**src/rtl/serial_sub_16_pkg.sv**
```systemverilog
// Shared types and constants for the bit-serial subtractor.
package serial_sub_16_pkg;

  typedef enum logic [1:0] {
    IDLE,
    RUN,
    DONE
  } sub_state_t;

  localparam int SUB_WIDTH = 16;
  localparam int SUB_CNT_W = $clog2(SUB_WIDTH);

endpackage

```
**src/rtl/serial_sub_16_full_adder_1b.sv**
```systemverilog
// One-bit full adder: the whole arithmetic datapath of the serial subtractor.
module full_adder_1b (
  input  logic x,
  input  logic y,
  input  logic cin,
  output logic s,
  output logic cout
);

  assign s    = x ^ y ^ cin;
  assign cout = (x & y) | (cin & (x ^ y));

endmodule

```
**src/rtl/serial_sub_16.sv**
```systemverilog
// Bit-serial subtractor computing a - b LSB first, one bit per clock.
// Optional signed-overflow flag port ovf is built when SUB_OVF_EN is defined.
module serial_sub_16
  import serial_sub_16_pkg::*;
#(
  parameter int WIDTH = SUB_WIDTH
) (
  input  logic             clock,
  input  logic             reset,
  input  logic             start,
  input  logic [WIDTH-1:0] a,
  input  logic [WIDTH-1:0] b,
  output logic             busy,
  output logic             done,
  output logic [WIDTH-1:0] diff,
  output logic             borrow_out
`ifdef SUB_OVF_EN
  ,
  output logic             ovf
`endif
);

  localparam int CNT_W = (WIDTH == SUB_WIDTH) ? SUB_CNT_W : $clog2(WIDTH);

  sub_state_t       state;
  logic [WIDTH-1:0] a_sr;
  logic [WIDTH-1:0] b_sr;
  logic [CNT_W-1:0] cnt;
  logic             carry;
  logic             sum_bit;
  logic             carry_next;
  logic             b_inv;

`ifdef SUB_OVF_EN
  logic             a_msb;
  logic             b_msb;
`endif

  // Subtraction as a + ~b + 1: the +1 comes from presetting carry on start.
  assign b_inv = ~b_sr[0];

  full_adder_1b u_fa (
    .x    (a_sr[0]),
    .y    (b_inv),
    .cin  (carry),
    .s    (sum_bit),
    .cout (carry_next)
  );

  always_ff @(posedge clock) begin
    if (reset) begin
      state      <= IDLE;
      busy       <= 1'b0;
      done       <= 1'b0;
      diff       <= '0;
      borrow_out <= 1'b0;
      cnt        <= '0;
      carry      <= 1'b0;
      a_sr       <= '0;
      b_sr       <= '0;
`ifdef SUB_OVF_EN
      ovf        <= 1'b0;
      a_msb      <= 1'b0;
      b_msb      <= 1'b0;
`endif
    end else begin
      done <= 1'b0;
      case (state)
        IDLE, DONE: begin
          if (start) begin
            a_sr  <= a;
            b_sr  <= b;
            carry <= 1'b1;
            cnt   <= '0;
            state <= RUN;
            busy  <= 1'b1;
`ifdef SUB_OVF_EN
            a_msb <= a[WIDTH-1];
            b_msb <= b[WIDTH-1];
`endif
          end else begin
            state <= IDLE;
          end
        end
        RUN: begin
          // Result fills from the MSB side so bit 0 lands in place after WIDTH shifts.
          diff  <= {sum_bit, diff[WIDTH-1:1]};
          a_sr  <= a_sr >> 1;
          b_sr  <= b_sr >> 1;
          carry <= carry_next;
          if (cnt == CNT_W'(WIDTH - 1)) begin
            state      <= DONE;
            busy       <= 1'b0;
            done       <= 1'b1;
            borrow_out <= ~carry_next;
`ifdef SUB_OVF_EN
            ovf        <= (a_msb != b_msb) && (sum_bit != a_msb);
`endif
          end else begin
            cnt <= cnt + CNT_W'(1);
          end
        end
        default: begin
          state <= IDLE;
          busy  <= 1'b0;
        end
      endcase
    end
  end

endmodule
```
**config.mk**
```make
export PLATFORM = sky130hd
export DESIGN_NAME = serial_sub_16
export DESIGN_NICKNAME = d
export VERILOG_FILES = /design/src/rtl/serial_sub_16_pkg.sv /design/src/rtl/serial_sub_16_full_adder_1b.sv /design/src/rtl/serial_sub_16.sv
export SDC_FILE = /design/constraint.sdc
export NUM_CORES = 1
export LEC_CHECK = 0
export ABC_AREA = 1
export CAP_MARGIN = 20
export CORE_MARGIN = 1
export CORE_UTILIZATION = 52
export CTS_BUF_LIST = sky130_fd_sc_hd__clkbuf_8
export CTS_CLUSTER_DIAMETER = 60
export CTS_CLUSTER_SIZE = 24
export DETAILED_ROUTE_END_ITERATION = 10
export HOLD_SLACK_MARGIN = 0.06
export PLACE_DENSITY = 0.82
export SYNTH_ARGS = -nofsm -noshare
export SYNTH_HDL_FRONTEND = slang
export SYNTH_SLANG_ARGS = --single-unit
```
**constraint.sdc**
```tcl
create_clock -name clock -period 1.4 [get_ports clock]
set_input_delay 0.14 -clock clock [delete_from_list [all_inputs] [get_ports clock]]
set_output_delay 0.14 -clock clock [all_outputs]
set_load 0.02 [all_outputs]
```
# --- Yosys cells after proc, flatten, opt, wreduce, memory -nomap -nowiden ---
# Index checks and enable logic that the tools add are counted.
word_totals:
  regBits: 58
  input_bits: 35
op_classes:
  add_sub_neg: 1
  n_eq_ne: 6
  n_mux: 15
  bitwise: 8
  n_reduce_logical: 8
op_table:
  columns: ["operator", "n"]
  rows:
  - ["case mux 16 bit (2 select lines)", 2]
  - ["two-way mux 16 bit", 2]
  - ["two-way mux 4 bit", 2]
  - ["case mux 4 bit (2 select lines)", 1]
  - ["!= test 2 bit (second input constant)", 3]
  - ["AND reduction 2 bit", 3]
  - ["adder 4 x 1 -> 4 bit (second input constant)", 1]
  - ["equality test 4 bit (second input constant)", 1]
  - ["two-way mux 1 bit", 4]
  - ["case mux 1 bit (2 select lines)", 2]
  - ["case mux 2 bit (2 select lines)", 1]
  - ["OR reduction 2 bit", 2]
  - ["inverter 1 bit", 3]
  - ["AND reduction 3 bit", 1]
  - ["bitwise AND 1 bit", 2]
  - ["equality test 2 x 1 -> 1 bit (second input constant)", 1]
  - ["equality test 2 bit (second input constant)", 1]
  - ["logical NOT 2 bit", 1]
  - ["two-way mux 2 bit", 1]
  - ["nonzero test 2 bit", 1]
  - ["bitwise XOR 1 bit", 2]
  - ["OR 1 bit", 1]

# --- Logic depth before layout (Yosys ltp) ---
# Gate-level depths: netlist of the first run.
logic_depth:
  ltp_word: 5
  mapped_depth: 8
  depth_no_buf: 7

# --- Hierarchy ---
# From an unflattened synthesis of the first run, not the netlist that was laid out.
hier_totals:
  hier_cells: 331
  area_unflattened_um2: 2483.6
modules_own_cells:
  columns: ["mod", "n_inst", "cells_per_inst", "area_each_um2", "seq_area_each_um2"]
  rows:
  - ["serial_sub_16", 1, 330, 2463.6, 1161.1]
  - ["full_adder_1b", 1, 1, 20.0, 0.0]

# --- Worst setup path before layout of the first run ---
# OpenSTA, ideal clock, no wires.
synth_timing:
  path_kind: "reg-to-reg"
  start: "register cnt[0]"
  end: "register cnt[1]"
  setup_time_ps: 114
  t_arrival_ps: 1005
  t_required_ps: 1286
  path_slack_ps: 282
  stages_incl_launch_ff: 7
  path_buffers: 0
  period_less_slack_ps: 1118
  path_cell_list: "dfxtp_1 ha_1 nand3_1 nand2_1 nand2_1 nand3b_1 nand2_1"
synth_via:
  elab_chain_cells: 3
  word_cells_on_any_way: 6
  cone_classes: "add/sub: 1; eq/ne: 2; mux: 2; reduce/logical: 1"
synth_lines:
  columns: ["item", "line", "rtl"]
  rows:
  - ["start: declaration", "serial_sub_16.sv:28", "logic [CNT_W-1:0] cnt;"]
  - ["start signal: assignment", "serial_sub_16.sv:100", "cnt <= cnt + CNT_W'(1);"]
  - ["adder 4 x 1 -> 4 bit / equality test 4 bit (equally long branches)", "serial_sub_16.sv:100, serial_sub_16.sv:91", null]
  - ["two-way mux 4 bit / != test 2 bit (equally long branches)", null, null]
  - ["case mux 4 bit (2 select lines) / AND reduction 3 bit (equally long branches)", null, null]
# Parallel ways exist; a longest one is shown, timed or not. The select of a mux whose other input is x is not followed.
# A chain may end at the register's enable or synchronous reset.

# --- Final worst setup path of the first run ---
layout_timing:
  start: "register state[1]"
  end: "register b_sr[1]"
layout_via:
  elab_chain_cells: 4
  word_cells_on_any_way: 8
  cone_classes: "eq/ne: 3; mux: 1; reduce/logical: 4"
layout_lines:
  columns: ["item", "line", "rtl"]
  rows:
  - ["start: declaration", "serial_sub_16.sv:25", "sub_state_t state;"]
  - ["start signal: assignment", "serial_sub_16.sv:52", "state <= IDLE;"]
  - ["start signal: assignment", "serial_sub_16.sv:75", "state <= RUN;"]
  - ["start signal: assignment", "serial_sub_16.sv:82", "state <= IDLE;"]
  - ["equality test 2 bit / logical NOT 2 bit (equally long branches)", "serial_sub_16.sv:68", "case (state)"]
  - ["OR reduction 2 bit", "serial_sub_16.sv:68", null]
  - ["!= test 2 bit (no source line) / nonzero test 2 bit (equally long branches)", null, null]
  - ["AND reduction 2 bit (no source line)", null, null]
  - ["end signal: assignment", "serial_sub_16.sv:89", "b_sr <= b_sr >> 1;"]
  - ["end: declaration", "serial_sub_16.sv:27", "logic [WIDTH-1:0] b_sr;"]
# Parallel ways exist; a longest one is shown, timed or not.

==> impl_metrics.csv, run 1 <==
group,metric,value,unit
layout,syn_to_final_growth,33.84,%
place,place_inst,426,
setup_path,start_kind,"flop",
die,initial_core_util,0.5532,
routing,vias_per_cell,5.260,
layout,final_common_cell,"nor2_1",
place,place_hpwl,3.695,mm
grt,grt_antenna_before_repair,0,
timing,fin_setup_tns,0,ps
power,power.density,1298,mW/mm²
synthesis,netlist.top_cell.by_area,"dfxtp_1",
routing,routed.top_layer,"met4",
clock_network,cts_buffers,9,
synthesis,synth_cells,330,
die,dieArea,0.005007,mm²
synthesis,synth-seq-cells,58,
die,ios,54,
setup_path,path_class,"reg2reg",
timing,timing.fmax,785.9,MHz
clock_network,htreeDepth,3,
layout,final_cell_area,0.003291,mm²
status,status,"finished with violations",
clock_network,worstSkewPairLatency,340,ps
place,gp_congestion,0.7823,
power,power,4.270,mW
synthesis,synthTopCellsByArea,"dfxtp_1 47%, nor2_1 10%, nor3_1 9.4%, o21ai_0 6.5%, nand3_1 4.7%",
setup_path,end_kind,"flop",
worst_hold_path,min_path_type,"in2reg",
layout,instances_no_fill,442,
grt,grt_pass1_wl,9.818,mm
timing,fin_crit,1272,ps
place,io_buffer_count,53,
synthesis,postSynthAreaPerCell,7.450,µm²
place,postPlaceCellArea,0.003118,mm²
routing,vias,2325,
routing,wire_per_inst,12.84,µm
clock_network,cts-root-buf,"clkbuf_8",
timing,fin_crit_sh,0.9089,
routing,wl_met2,2.798,mm
layout,drive_above_1_share,0.1308,
timing,rsz0062_at_grt,"no",
layout,final_cell_mix,"66 x nor2_1, 57 x dfxtp_1, 46 x nor3_1",
routing,met1_length,2.508,mm
synthesis,syn_area,0.002459,mm²
grt,grt_start_max_net_pins,36,
clock_network,cts.sinks,58,
power,leakagePower,1.450,nW
die,core_area,0.004444,mm²
synthesis,synth_top_area_frac,0.4723,
clock_network,cts_max_path_buffers,2,
run,maxCapViolations,0,
routing,ant_nets,0,
routing,drt-pass1-iter-count,7,
clock_network,clk_pin_slew,60,ps
synthesis,yosysSeqAreaShare,0.4723,
grt,grt_pass1_vias,2187,
clock_network,cts_tree,"yes",
synthesis,synth_cell_types,23,
status,violations,"design-rule violations",
die,die_w,70.76,µm
timing,hold_violations,0,
die,die_h,70.76,µm
routing,drt_iter0_drc,111,
routing,dr_wl_met3,299,µm
routing,wl,5.677,mm
timing,slew_headroom,0.8379,
power,vdd_ir_drop_max,0.9150,mV
timing,fin_worst_skew,7.259,ps
routing,drc,4,
setup_path,cp_max_fo,25,
timing,setup_viol,0,
die,fp-row-count,24,
layout,antenna_cells,0,
grt,grt_overflow,0,
timing,worst_pin_slew,241.2,ps
setup_path,crit_arrival,1500,ps
synthesis,yosys_warnings,0,
layout,post-route-util,0.7404,
synthesis,syn-num-nets,367,
grt,track_usage,0.2533,
setup_path,required,1630,ps
layout,fin_nets,423,
timing,slew_violations,0,
[stage by stage]
| step | setup WS, ps | hold WS [ps] |
|---|---|---|
| finish | 127.5 | 379.6 |
| global route | 39.81 | 391.0 |
| CTS | 34.14 | 372.9 |
| detailed placement | 43.66 | 450.8 |
| global placement | 96.43 | 442.3 |
| floorplan | 281.5 | 209.1 |
[registers in the layout (all words and copies together) (netlist names)]
signal and cells:
state 2, busy 1, done 1, cnt 4, carry 1, diff 16, a_sr 16, borrow_out 1
b_sr 16
[final cells by class]
cell class,count,area [µm²]
multi-input cells,228,1101
clock inverters,5,47.55
fillers,361,1154
well taps,52,65.06
flip-flops and latches,58,1162
repair buffers,65,684.4
inverters,24,92.59
clock buffers,10,137.6
[power by group]
group | switching, mW | total (mW) | internal [mW] | leakage (nW)
clock | 0.638 | 1.48 | 0.841 | 0.105
combinational | 0.466 | 0.868 | 0.401 | 0.865
sequential | 0.0980 | 1.92 | 1.83 | 0.480
[layer usage]
layer / up-vias / global-route usage
met4: 0 / 0.08667
met1: 1080 / 0.2966
met5: - / 0
met3: 9 / 0.09972
li1: 1192 / -
met2: 44 / 0.4241
[synthesized netlist by cell type]
| cell | instances |
|---|---|
| inv_4 | 1 |
| o21ai_1 | 2 |
| inv_1 | 20 |
| inv_2 | 3 |
| dfxtp_1 | 58 |
| ha_1 | 1 |
| fa_1 | 1 |
| buf_6 | 2 |
| nor3_1 | 46 |
| buf_2 | 10 |
| a21oi_1 | 6 |
| clkbuf_1 | 6 |
| nand2_4 | 3 |
| buf_4 | 1 |
| nand2_1 | 27 |
| nand3_1 | 23 |
| buf_1 | 1 |
| nor2_4 | 1 |
| nor2_1 | 66 |
| nand4_1 | 3 |
| or2_2 | 16 |
| o21ai_0 | 32 |
| nand3b_1 | 1 |
[logic make-up after synthesis]
family	count (synthesis)	synth area share
buf+inv	44	0.08092
compound gates	40	0.08142
fa+ha+maj	2	0.01323
flops	58	0.4723
simple gates	186	0.3522
[critical path, stage by stage (launching register included)]
cell and delay, ps:
dfxtp_1 340, inv_2 90, nand2_4 130, buf_12 190, or2_2 270, nand3_1 90
nor2_1 40
[repair_timing]
action                                  in CTS  in global routing
setup buffers                                0                  1
hold buffers                                 0                  0
pin swaps                                    0                  1
resized for setup                           19                  3
endpoints found under the setup margin      19                  5
[final timing paths]
check,start,end,slack (ps),cells past startpoint
min,b[15],b_sr[15]$_SDFFE_PP0P_,380,3
max,state[1]$_SDFFE_PP0P_,b_sr[1]$_SDFFE_PP0P_,130,6
max reg2reg,state[1]$_SDFFE_PP0P_,b_sr[1]$_SDFFE_PP0P_,130,6
min reg2reg,a_sr[15]$_SDFFE_PP0P_,a_sr[15]$_SDFFE_PP0P_,460,2
Power figures use the tool's default switching activity.
==> inputs of run 2 (changes only) <==
--- a/config.mk
+++ b/config.mk
@@ -13,6 +13,7 @@
 export CTS_CLUSTER_DIAMETER = 60
 export CTS_CLUSTER_SIZE = 24
 export DETAILED_ROUTE_END_ITERATION = 10
+export GPL_TIMING_DRIVEN = 0
 export HOLD_SLACK_MARGIN = 0.06
 export PLACE_DENSITY = 0.82
 export SYNTH_ARGS = -nofsm -noshare
==> run 2 against run 1 <==
Compared with the run above:
- the flow still finishes with violations (design-rule violations)
- clock skew decreased by 1.7 ps
- critical path type unchanged
- hold slack got worse by 19 ps
- sequential power about the same
- total power increased by 10%
- register-to-register slack got worse by 40 ps
- fmax decreased by 3.3%
- critical path depth unchanged
- cell count increased by 2.0%
- critical endpoint is now diff[9]$_SDFFE_PP0P_
- die area unchanged
- core utilization increased by 0.084 points
- wire length increased by 6.9%
==> impl_metrics.csv, run 2 (same netlist as run 1, synthesis figures left out) <==
group,metric,value,unit
layout,drive_above_1_share,0.1429,
timing,slew_headroom,0.6792,
timing,rsz0062_at_grt,"no",
timing,hold_violations,0,
clock_network,cts_buffers,9,
place,io_buffer_count,53,
power,clkPwrFrac,0.414,
routing,drt-pass1-iter-count,7,
worst_hold_path,worst_hold_path.endpoint,"b_sr[15]$_SDFFE_PP0P_",
setup_path,cp_slowest_stage_delay,390,ps
layout,final_common_cell,"nor2_1",
layout,antenna_cells,0,
power,leakagePower,1.470,nW
die,dieArea,0.005007,mm²
grt,grt_start_max_net_pins,11,
layout,syn_to_final_growth,33.99,%
routing,vias_per_cell,5.266,
power,p_sw,1.251,mW
setup_path,required,1670,ps
routing,wire_per_inst,13.45,µm
setup_path,r2r-start,"state[1]$_SDFFE_PP0P_",
setup_path,rrSetupSlack,80,ps
die,ios,54,
die,fp-row-count,24,
layout,num-fill-cells,358,
timing,fin_crit,1316,ps
place,place_hpwl,4.071,mm
setup_path,crit_arrival,1590,ps
die,die_w,70.76,µm
clock_network,htreeDepth,3,
setup_path,reg2reg_to,"diff[9]$_SDFFE_PP0P_",
setup_path,cp_max_fo,10,
layout,post-route-util,0.7413,
place,preCtsSetupSlack,-237.4,ps
power,p_sw_frac,0.2656,
setup_path,start_kind,"flop",
grt,grt_overflow,0,
routing,vias,2375,
clock_network,clk_pin_slew,70,ps
setup_path,cp_slowest_cell,"dfxtp_1",
clock_network,cts.sinks,58,
worst_hold_path,min_path_type,"in2reg",
timing,worst_pin_slew,481.2,ps
timing,finalWorstSetupSlack,83.89,ps
routing,ant_nets,0,
power,cellInternalPower,3.458,mW
status,status,"finished with violations",
power,power,4.709,mW
die,die_h,70.76,µm
grt,track_usage,0.2661,
grt,grt_pass1_wl,10.23,mm
grt,grt_antenna_before_repair,0,
power,p_comb_frac,0.177,
clock_network,cts_max_path_buffers,2,
power,vdd_ir_drop_max,1.078,mV
layout,final_cell_mix,"66 x nor2_1, 57 x dfxtp_1, 46 x nor3_1",
routing,drt_iter0_drc,113,
layout,top_regs,"a_sr x16, b_sr x16, diff x16",
worst_hold_path,hold_path_depth,3,
setup_path,worst_path_most_repeated_cell,"buf_2",
setup_path,rr_worst_depth,6,
place,place_inst,435,
power,power.density,1429,mW/mm²
grt,grt_pass1_vias,2273,
layout,final_cell_area,0.003294,mm²
timing,setup_viol,0,
die,initial_core_util,0.5532,
layout,instances_no_fill,451,
timing,fin_setup_tns,0,ps
status,violations,"design-rule violations",
layout,fin_nets,431,
power,p_seq_frac,0.409,
clock_network,worstSkewPairLatency,340,ps
setup_path,end_kind,"flop",
routing,drc,4,
place,gp_congestion,0.7827,
place,postPlaceCellArea,0.003054,mm²
setup_path,crit_chain,"inv_2 > nand2_4 > buf_2 > buf_2 > o21ai_0 > nor2_1",
timing,fin_worst_skew,5.589,ps
clock_network,cts-root-buf,"clkbuf_8",
run,maxCapViolations,0,
die,core_area,0.004444,mm²
worst_hold_path,worstHoldStart,"b[15]",
timing,timing.fmax,759.8,MHz
clock_network,cts_tree,"yes",
routing,wl,6.068,mm
timing,slew_violations,0,
timing,holdWs,360.3,ps
setup_path,path_class,"reg2reg",
timing,fin_crit_sh,0.9401,
[run 2: how the worst max path moves through the flow]
stage	depth (start not counted)	from	endpoint	slack (ps)
floorplan	6	cnt[0]$_SDFFE_PP0P_	cnt[1]$_SDFFE_PP0P_	280
global placement	5	reset	b_sr[6]$_SDFFE_PP0P_	-240
detailed placement	5	reset	b_sr[6]$_SDFFE_PP0P_	-240
CTS	1	done$_SDFF_PP0_	done	2
global route	6	state[1]$_SDFFE_PP0P_	a_sr[5]$_SDFFE_PP0P_	3
finish	6	state[1]$_SDFFE_PP0P_	diff[9]$_SDFFE_PP0P_	80
[run 2: cell type report]
type                    instances  area (µm²)  area share
clock buffers                  11       151.4     0.04596
plain buffers                  20       110.1     0.03342
flip-flops and latches         58        1162      0.3528
multi-input cells             228        1101      0.3342
inverters                      24       92.59     0.02810
repair buffers                 53       510.5      0.1550
clock inverters                 5       101.3     0.03076
well taps                      52       65.06     0.01975
[run 2: power groups by stage]
stage	Clock [mW]	Combinational [mW]	Sequential (mW)
6_report	1.95	0.835	1.92
3_3_place_gp	0	0.842	1.95
4_1_cts	1.96	0.834	1.92
2_1_floorplan	0	0.477	2.00
5_1_grt	2.04	0.937	1.95
3_5_place_dp	0	0.858	1.96
[run 2: critical path, delay by kind of cell (launching register included)]
kind	cells	cell delay, ps
flops	1	390
compound gates	1	120
simple gates	2	200
buf+inv	3	530
[run 2: repair_timing]
| item | CTS | global route |
|---|---|---|
| cloned | 0 | 0 |
| endpoints found under the setup margin | 18 | 18 |
| setup buffers | 0 | 0 |
| hold buffers | 0 | 0 |
| gates resized for setup | 18 | 9 |
[run 2: per-layer routing]
| metal | global-route usage | routed length, µm | vias to the layer above |
|---|---|---|---|
| met5 | 0 | 0 | - |
| li1 | - | - | 1204 |
| met2 | 0.4380 | 2900 | 78 |
| met3 | 0.08689 | 374 | 13 |
| met1 | 0.3267 | 2672 | 1080 |
| met4 | 0.09778 | 121 | 0 |
==> inputs of run 3 (changes only) <==
--- a/config.mk
+++ b/config.mk
@@ -7,15 +7,18 @@
 export LEC_CHECK = 0
 export ABC_AREA = 1
 export CAP_MARGIN = 20
+export CELL_PAD_IN_SITES_DETAIL_PLACEMENT = 0
+export CELL_PAD_IN_SITES_GLOBAL_PLACEMENT = 1
 export CORE_MARGIN = 1
-export CORE_UTILIZATION = 52
+export CORE_UTILIZATION = 37
 export CTS_BUF_LIST = sky130_fd_sc_hd__clkbuf_8
 export CTS_CLUSTER_DIAMETER = 60
 export CTS_CLUSTER_SIZE = 24
 export DETAILED_ROUTE_END_ITERATION = 10
 export GPL_TIMING_DRIVEN = 0
 export HOLD_SLACK_MARGIN = 0.06
-export PLACE_DENSITY = 0.82
+export PLACE_DENSITY_LB_ADDON = 0.1
+export RECOVER_POWER = 100
 export SYNTH_ARGS = -nofsm -noshare
 export SYNTH_HDL_FRONTEND = slang
 export SYNTH_SLANG_ARGS = --single-unit
==> run 3 against run 2 <==
Compared with the run above:
- the flow now finishes without violations
- die area increased by 39%
- flip-flop and latch count stayed put
- critical path depth decreased by 1
- clock skew rose by 2.6 ps
- via count down 2.0%
- clock power fell by 33%
- critical endpoint is now borrow_out$_SDFFE_PP0P_
- cell count grew 5.1%
- largest cell class unchanged
- highest routed layer unchanged
- sequential share of layout area is 0.67 points higher
==> impl_metrics.csv, run 3 (same netlist as run 1, synthesis figures left out) <==
group,metric,value,unit
status,status,"finished, final reports clean",
layout,post-route-util,0.5063,
setup_path,crit_arrival,1550,ps
timing,worst_pin_slew,381.9,ps
layout,syn_to_final_growth,31.50,%
run,maxCapViolations,0,
timing,fin_setup_tns,0,ps
setup_path,start_kind,"flop",
routing,wl,6.291,mm
setup_path,cp_max_fo,7,
die,ios,54,
place,place_inst,460,
clock_network,worstSkewPairLatency,330,ps
grt,busiest_layer,"met2",
layout,instances_no_fill,474,
power,p_sw_frac,0.3000,
timing,slew_headroom,0.7454,
setup_path,path_class,"reg2reg",
routing,drt_iter0_drc,110,
die,die_h,83.52,µm
grt,grt_overflow,0,
grt,track_usage,0.1928,
setup_path,crit_start,"cnt[1]$_SDFFE_PP0P_",
setup_path,required,1650,ps
layout,final_common_cell,"nor2_1",
clock_network,cts.sinks,58,
timing,hold_violations,0,
die,dieArea,0.006975,mm²
place,io_buffer_count,53,
routing,wire_per_inst,13.27,µm
layout,drive_above_1_share,0.1461,
timing,fin_worst_skew,8.227,ps
layout,fin_nets,431,
routing,ant_nets,0,
worst_hold_path,worstHoldStart,"b[15]",
power,p_seq_frac,0.473,
grt,grt_start_max_net_pins,11,
place,gp_congestion,0.7652,
worst_hold_path,min_path_type,"in2reg",
timing,fin_crit,1298,ps
power,p_comb_frac,0.206,
die,fp-row-count,29,
timing,fin_crit_sh,0.9270,
routing,drt-pass1-iter-count,4,
routing,vias,2328,
setup_path,rr_worst_depth,5,
clock_network,cts_max_path_buffers,2,
place,place_hpwl,4.260,mm
routing,vias_per_cell,4.911,
clock_network,cts-root-buf,"clkbuf_8",
routing,drc,0,
grt,grt_pass1_wl,10.46,mm
timing,timing.fmax,770.5,MHz
power,p_sw,1.218,mW
power,vdd_ir_drop_max,0.6550,mV
setup_path,cp-endpoint,"borrow_out$_SDFFE_PP0P_",
grt,grt_antenna_before_repair,0,
setup_path,end_kind,"flop",
power,clkPwrFrac,0.321,
die,die_w,83.52,µm
grt,grt_use_met1,0.2697,
setup_path,r2r-start,"cnt[1]$_SDFFE_PP0P_",
timing,slew_violations,0,
power,cellInternalPower,2.842,mW
clock_network,cts_buffers,9,
layout,antenna_cells,0,
grt,grt_use_met2,0.2802,
clock_network,hold_buffers,0,
clock_network,htreeDepth,3,
power,power.density,1256,mW/mm²
clock_network,clk_pin_slew,60,ps
grt,grt_use_met3,0.04352,
die,initial_core_util,0.3850,
timing,finalWorstSetupSlack,102.2,ps
setup_path,reg2reg_to,"borrow_out$_SDFFE_PP0P_",
layout,top_regs,"a_sr x16, b_sr x16, diff x16",
clock_network,cts_tree,"yes",
die,core_area,0.006386,mm²
setup_path,rrSetupSlack,100,ps
timing,setup_viol,0,
power,leakagePower,1.417,nW
worst_hold_path,hold_path_depth,3,
grt,grt_pass1_vias,2151,
layout,final_cell_mix,"66 x nor2_1, 57 x dfxtp_1, 46 x nor3_1",
place,preCtsSetupSlack,-315.5,ps
-- run 3: final cells by class --
class,instances,area [µm²]
tap,77,96.34
clock inverter,4,20.02
timing repair buffer,53,501.7
sequential,58,1162
multi-input combinational,228,1110
fill,665,3153
clock buffer,10,137.6
buffer,20,112.6
inverter,24,92.59
-- run 3: through the flow --
step / hold WS, ps / area [µm²] / power (mW)
after floorplan: 209.1 / 2459 / 2.476
after global placement: 449.6 / 3085 / 2.822
after detailed placement: 450.0 / 3085 / 2.825
after CTS: 343.2 / 3221 / 4.110
after global routing: 376.4 / 3233 / 4.304
final: 360.2 / 3233 / 4.060
-- run 3: power groups by stage --
stage / Sequential [mW] / Clock, mW / Combinational [mW]
after floorplan: 2.00 / 0 / 0.477
after global placement: 1.95 / 0 / 0.868
after detailed placement: 1.96 / 0 / 0.869
after CTS: 1.92 / 1.35 / 0.839
after global routing: 1.94 / 1.42 / 0.939
final: 1.92 / 1.30 / 0.836
-- run 3: worst min path at each step --
stage | endpoint | slack (ps)
floorplan | a_sr[15]$_SDFFE_PP0P_ | 210
detailed placement | b_sr[15]$_SDFFE_PP0P_ | 450
global route | b_sr[15]$_SDFFE_PP0P_ | 380
finish | b_sr[15]$_SDFFE_PP0P_ | 360
CTS | b_sr[15]$_SDFFE_PP0P_ | 340
global placement | b_sr[15]$_SDFFE_PP0P_ | 450
-- run 3: critical path, cell delays in order, from the launching register on --
cell and delay [ps]:
dfxtp_1 380, ha_1 210, nand3_1 140, nand2_2 170
nand3_1 130, o21ai_0 190
-- run 3: routing by layer --
layer,part of all wire,wire (µm),vias to the layer above
met5,0,0,-
met3,0.050,313,11
met1,0.51,3184,1065
li1,-,-,1201
met4,0.020,127,0
met2,0.42,2665,51
-- run 3: timing repair --
item	4_1_cts	5_1_grt
cloned	0	0
buffers inserted	0	0
endpoints found under the setup margin	18	22
gates resized for setup	18	13
pin swaps	0	1
